[src/rtl/interrupt_arbiter_if.sv]
// Bundle between the interrupt arbiter and its surroundings: gated pending inputs,
// CP0 status bits, and the request/ack handshake to the pipeline exception unit.
interface interrupt_arbiter_if #(
  parameter int N    = 8,
  parameter int ID_W = (N > 1) ? $clog2(N) : 1
);
  logic [N-1:0]    pending;
  logic [N-1:0]    im;
  logic            ie;
  logic            exl;
  logic            erl;
  logic            ack;
  logic            eret;
  logic            req;
  logic [ID_W-1:0] req_id;
  logic [N-1:0]    req_cause;
  logic            storage_clear;
  logic            busy;
  logic [1:0]      state;

  // Handshake: req is the valid, ack is the acceptance. While req=1, req_id and
  // req_cause are frozen; the transfer happens in the cycle where req=1 and ack=1.
  // req may be withdrawn without ack only when the gated pending set goes empty.
  modport master (
    output pending, im, ie, exl, erl, ack, eret,
    input  req, req_id, req_cause, storage_clear, busy, state
  );

  modport slave (
    input  pending, im, ie, exl, erl, ack, eret,
    output req, req_id, req_cause, storage_clear, busy, state
  );
endinterface

[src/rtl/interrupt_arbiter.sv]
// Applies CP0 gating to the latched pending vector, priority-encodes it and runs the
// req/ack handshake with a storage clear pulse and a post-ERET hold-off window.
module interrupt_arbiter #(
  parameter int N       = 8,
  parameter int HOLDOFF = 2,
  parameter int ID_W    = (N > 1) ? $clog2(N) : 1
) (
  input  logic               clk,
  input  logic               reset,
  interrupt_arbiter_if.slave irq
);
  localparam int CNT_W = (HOLDOFF + 1 <= 2) ? 1 : $clog2(HOLDOFF + 1);

  typedef enum logic [1:0] {
    IDLE    = 2'd0,
    REQ     = 2'd1,
    SERVICE = 2'd2,
    HOLD    = 2'd3
  } state_t;

  state_t          state;
  logic [CNT_W-1:0] cnt;
  logic            req_q;
  logic [ID_W-1:0] req_id_q;
  logic [N-1:0]    req_cause_q;
  logic            clear_q;
  logic            busy_q;

  logic [N-1:0]    masked;
  logic            gate;
  logic            fire;

  assign masked = irq.pending & irq.im;
  assign gate   = irq.ie & ~irq.exl & ~irq.erl;
  assign fire   = gate & (|masked);

  // Highest set index wins; an empty vector encodes as 0.
  function automatic logic [ID_W-1:0] prio(input logic [N-1:0] v);
    logic [ID_W-1:0] r;
    r = '0;
    for (int i = 0; i < N; i++) begin
      if (v[i]) r = ID_W'(i);
    end
    return r;
  endfunction

  always_ff @(posedge clk) begin
    if (reset) begin
      state       <= IDLE;
      cnt         <= '0;
      req_q       <= 1'b0;
      req_id_q    <= '0;
      req_cause_q <= '0;
      clear_q     <= 1'b0;
      busy_q      <= 1'b0;
    end else begin
      clear_q <= 1'b0;
      case (state)
        IDLE: begin
          if (fire) begin
            state       <= REQ;
            req_q       <= 1'b1;
            req_cause_q <= masked;
            req_id_q    <= prio(masked);
            busy_q      <= 1'b1;
          end
        end
        REQ: begin
          // ack takes precedence over a simultaneous loss of fire.
          if (irq.ack) begin
            state   <= SERVICE;
            req_q   <= 1'b0;
            clear_q <= 1'b1;
          end else if (!fire) begin
            state  <= IDLE;
            req_q  <= 1'b0;
            busy_q <= 1'b0;
          end
        end
        SERVICE: begin
          if (irq.eret) begin
            if (HOLDOFF == 0) begin
              state  <= IDLE;
              busy_q <= 1'b0;
            end else begin
              state <= HOLD;
              cnt   <= CNT_W'(HOLDOFF);
            end
          end
        end
        HOLD: begin
          cnt <= cnt - CNT_W'(1);
          if (cnt == CNT_W'(1)) begin
            state  <= IDLE;
            busy_q <= 1'b0;
          end
        end
        default: begin
          state  <= IDLE;
          busy_q <= 1'b0;
        end
      endcase
    end
  end

  assign irq.req           = req_q;
  assign irq.req_id        = req_id_q;
  assign irq.req_cause     = req_cause_q;
  assign irq.storage_clear = clear_q;
  assign irq.busy          = busy_q;
  assign irq.state         = state;
endmodule

[src/flat_wrapper.sv]
// flat-port wrapper written by rule: the top's interface ports become plain ports
module interrupt_arbiter_flat 
#(
  parameter int N       = 8,
  parameter int HOLDOFF = 2,
  parameter int ID_W    = (N > 1) ? $clog2(N) : 1
)
  (clk, reset, irq_pending, irq_im, irq_ie, irq_exl, irq_erl, irq_ack, irq_eret, irq_req, irq_req_id, irq_req_cause, irq_storage_clear, irq_busy, irq_state);
  interrupt_arbiter_if #(.N(N), .ID_W(ID_W)) irq_i ();
  input  logic clk;
  input  logic reset;
  input wire logic [$bits(irq_i.pending)-1:0] irq_pending;
  input wire logic [$bits(irq_i.im)-1:0] irq_im;
  input wire logic [$bits(irq_i.ie)-1:0] irq_ie;
  input wire logic [$bits(irq_i.exl)-1:0] irq_exl;
  input wire logic [$bits(irq_i.erl)-1:0] irq_erl;
  input wire logic [$bits(irq_i.ack)-1:0] irq_ack;
  input wire logic [$bits(irq_i.eret)-1:0] irq_eret;
  output wire logic [$bits(irq_i.req)-1:0] irq_req;
  output wire logic [$bits(irq_i.req_id)-1:0] irq_req_id;
  output wire logic [$bits(irq_i.req_cause)-1:0] irq_req_cause;
  output wire logic [$bits(irq_i.storage_clear)-1:0] irq_storage_clear;
  output wire logic [$bits(irq_i.busy)-1:0] irq_busy;
  output wire logic [$bits(irq_i.state)-1:0] irq_state;
  assign irq_i.pending = irq_pending;
  assign irq_i.im = irq_im;
  assign irq_i.ie = irq_ie;
  assign irq_i.exl = irq_exl;
  assign irq_i.erl = irq_erl;
  assign irq_i.ack = irq_ack;
  assign irq_i.eret = irq_eret;
  assign irq_req = irq_i.req;
  assign irq_req_id = irq_i.req_id;
  assign irq_req_cause = irq_i.req_cause;
  assign irq_storage_clear = irq_i.storage_clear;
  assign irq_busy = irq_i.busy;
  assign irq_state = irq_i.state;
  interrupt_arbiter #(.N(N), .HOLDOFF(HOLDOFF), .ID_W(ID_W)) u_core (.clk(clk), .reset(reset), .irq(irq_i));
endmodule
[config.mk]
export PLATFORM = sky130hd
export DESIGN_NAME = interrupt_arbiter_flat
export DESIGN_NICKNAME = d
export VERILOG_FILES = /design/src/rtl/interrupt_arbiter_if.sv /design/src/rtl/interrupt_arbiter.sv /design/src/flat_wrapper.sv
export SDC_FILE = /design/constraint.sdc
export NUM_CORES = 1
export LEC_CHECK = 0
export ABC_AREA = 1
export CORE_MARGIN = 5
export CORE_UTILIZATION = 44
export CTS_CLUSTER_SIZE = 20
export DETAILED_ROUTE_END_ITERATION = 7
export PLACE_DENSITY = 0.83
export SLEW_MARGIN = 20
export SYNTH_ARGS = -nofsm -noshare
export SYNTH_HDL_FRONTEND = slang
export SYNTH_SLANG_ARGS = --single-unit
[constraint.sdc]
create_clock -name clk -period 1.8 [get_ports clk]
set_input_delay 0.27 -clock clk [delete_from_list [all_inputs] [get_ports clk]]
set_output_delay 0.27 -clock clk [all_outputs]
set_load 0.01 [all_outputs]
==> impl_results.md <==
* CTS tree: done
* Period utilization at 0.933
* Post-route cell area at 1320 um^2
* CP max stage cell: clkdlybuf4s50_1
* Post-CTS sizing at 0
* Cell area after synthesis at 891 um^2
* H-tree level count at 1
* Initial drt markers at 13
* Antenna violations before repair at 0
* Buf/Inv on CP at 1
* Register area share after synthesis at 0.404
* Routed Antenna Nets at 0
* Final Core Density at 0.677
* Mapped Avg Cell Area at roughly 7.6 um^2
* PD cells at 796 nW/um^2
* Syn nets at 141
* Antenna Diode Count at 0
* Reg clk slew, reported paths at 0.10 ns
* Die Area at 3020 um^2
* Psw at 348 uW
* Share of cells above drive strength 1 at 0.128
* Residual DRC at 0
* Post-Route WL at roughly 2200 um
* Crit path launch type: register
* Post-CTS setup buffer count at 0
* Slew @ Worst Pin at 0.322 ns
* Worst vdd ir at between 0.4 and 0.5 mV
* Post-DP HPWL at 1790 um
* Skew final at about 0.0031 ns
* Post-Layout Cell Count at 183
* Total track usage at 0.168
* Tmin final at around 1.7 ns
* Place WS at 0.0382 ns
* Switching Share at 0.333
* Initial Util at 0.459
* First-pass GRT wire length at 3730 um
* Pint at 699 uW
* Synth Flop Type: dfxtp_1
* Logic pwr share at 0.347
* Rows at 16
* Yosys top cell by area: dfxtp_1
* Die span in y at roughly 55 um
* Core area at 1940 um^2
* Arrival time worst endpoint at 1.41 ns
* Crit Path Class: reg -> out
* Hold Vio Cnt, Final at 0
* Clk pwr share at 0.187
* Final #Nets at between 150 and 200
* Number of global-route vias before repair at 910
* Number of synthesized flops with an enable pin at 0
* Top post-synthesis cells by area: dfxtp_1 (40%), nand2_1 (11%), a21oi_1 (7.9%), inv_1 (5.1%), o21ai_0 (4.5%)
* Routed vias at 896
* Gr ovfl total at 0
* Largest net degree at the start of global routing at 16
* Crit-path max cell delay at 0.60 ns
* Final WS setup at 0.120 ns
* Distinct cells, synth at 27
* Hold_buf cts at 0
* Clk_lat worst skew at 0.29 ns
* Syn. warnings at 0
* Status: finished, final reports clean
* Total CTS buffers at 3
* Post-Route Setup TNS at 0 ns
* Placer congestion estimate at 0.796
* DR pass1 iterations at 4
* Vias/cell at 4.90
* Max_slew headroom at 0.785
* Top-area cell type share of the netlist area at 0.404
* Max cap viols at 0
* Leak pwr at about 0.53 nW
* Max Slew Vio Count at 0
* PortBufs at 38
* Count leader, synth: nand2_1
* Syn-to-layout area delta at 47.6%
* Register bit count reported by yosys at 18
* Hold crit path type: reg -> reg
* Max clock buf depth at 2
* CP Cell Sequence: clkdlybuf4s50_1
* Synth Instances at 117
* Sequential share of power at 0.467
* Max Fclk at 0.595 GHz
* Clock sink count at 18
* Die width at about 55 um
* Number of placed I/O pins at 39
* CP required at 1.53 ns
* Top delay family on crit path: buffers and inverters
* WL/cell at roughly 12 um
* CP max FO at 9
* CP endpoint kind: output port
* Clock root buffer: clkbuf_4
* Cell count after placement at 180
* Top post-synthesis cells by count: nand2_1 (26), dfxtp_1 (18), a21oi_1 (14)
* Async set-reset flop share out of synthesis at 0
* Final setup violation count at 0
* Unrepaired setup endpoints after global routing: false
* Placed cell areas at 1290 um^2
==> final timing paths <==
check / end / slack (ns) / depth (start not counted) / start
setup / recovery: irq_state[1] / 0.12 / 1 / register
hold / removal: u_core.cnt[1] / 0.47 / 2 / u_core.cnt[1]
setup reg to reg: u_core.irq.state[0] / 0.46 / 8 / u_core.irq.state[0]
hold reg to reg: u_core.cnt[1] / 0.47 / 2 / u_core.cnt[1]
==> area by class of cell <==
cell class | instances | area, um^2
Timing Repair Buffer | 39 | 388
Clock buffer | 3 | 22.5
Multi-Input combinational cell | 82 | 455
Inverter | 14 | 55.1
Tap cell | 27 | 33.8
Sequential cell | 18 | 360
Fill cell | 168 | 627
==> logic make-up after synthesis <==
logic type               Yosys count  share of synthesized area
flip-flops                        18                      0.404
AO/OA/AOI/OAI                     31                      0.198
buffers and inverters             17                     0.0843
adder cells (fa/ha/maj)            1                     0.0140
AND/OR/NAND/NOR                   50                      0.299
==> per-layer routing <==
metal / track usage / routed length (um)
met5: 0 / 0
met4: 0.0364 / 13
met2: 0.307 / 1040
met1: 0.186 / 946
met3: 0.0563 / 234
==> cells in the final DEF (no fill, tap or decap) <==
| master | n |
|---|---|
| clkbuf_4 | 3 |
| nand3_2 | 2 |
| ha_1 | 1 |
| inv_2 | 1 |
| a21oi_1 | 14 |
| nor3_1 | 2 |
| or2_0 | 1 |
| o21ai_2 | 1 |
| o21ai_1 | 3 |
| nand3_1 | 6 |
| nand3_4 | 1 |
| clkdlybuf4s50_1 | 38 |
| a211oi_1 | 1 |
| inv_1 | 12 |
| a21oi_2 | 4 |
| dfxtp_1 | 18 |
| nand2_2 | 1 |
| nand2_4 | 1 |
| nor2_2 | 2 |
| or2_1 | 1 |
| nor2_4 | 1 |
| o21ai_0 | 8 |
| inv_4 | 1 |
| nor2_1 | 5 |
| buf_4 | 1 |
| nand2_1 | 26 |
| nor3b_4 | 1 |
==> worst min-delay path, delay by kind of cell (launching register included) <==
kind / cells / cell delay, ns
flops: 1 / 0.31
buf+inv: 1 / 0.06
compound gates: 1 / 0.06
==> state kept, by name, indices dropped and copies added, names as in the netlist, named ones only <==
name,cells
u_core.irq.req_cause,8
u_core.irq.req,1
u_core.irq.busy,1
u_core.irq.state,1
u_core.cnt,2
u_core.irq.storage_clear,1
u_core.irq.req_id,3
==> power by group through the flow <==
stage	logic (mW)	clock network, mW	registers, mW
after floorplan	0.195	0	0.500
after global placement	0.350	0	0.495
after detailed placement	0.362	0	0.496
after CTS	0.364	0.206	0.487
after global routing	0.406	0.225	0.497
final	0.363	0.195	0.488
==> metrics by stage <==
step | power (mW) | hold WS [ns]
floorplan | 0.695 | 0.413
global route | 1.13 | 0.500
detailed placement | 0.858 | 0.454
CTS | 1.06 | 0.470
finish | 1.05 | 0.465
global placement | 0.845 | 0.447
No activity file was read; power rests on OpenSTA's default activity.
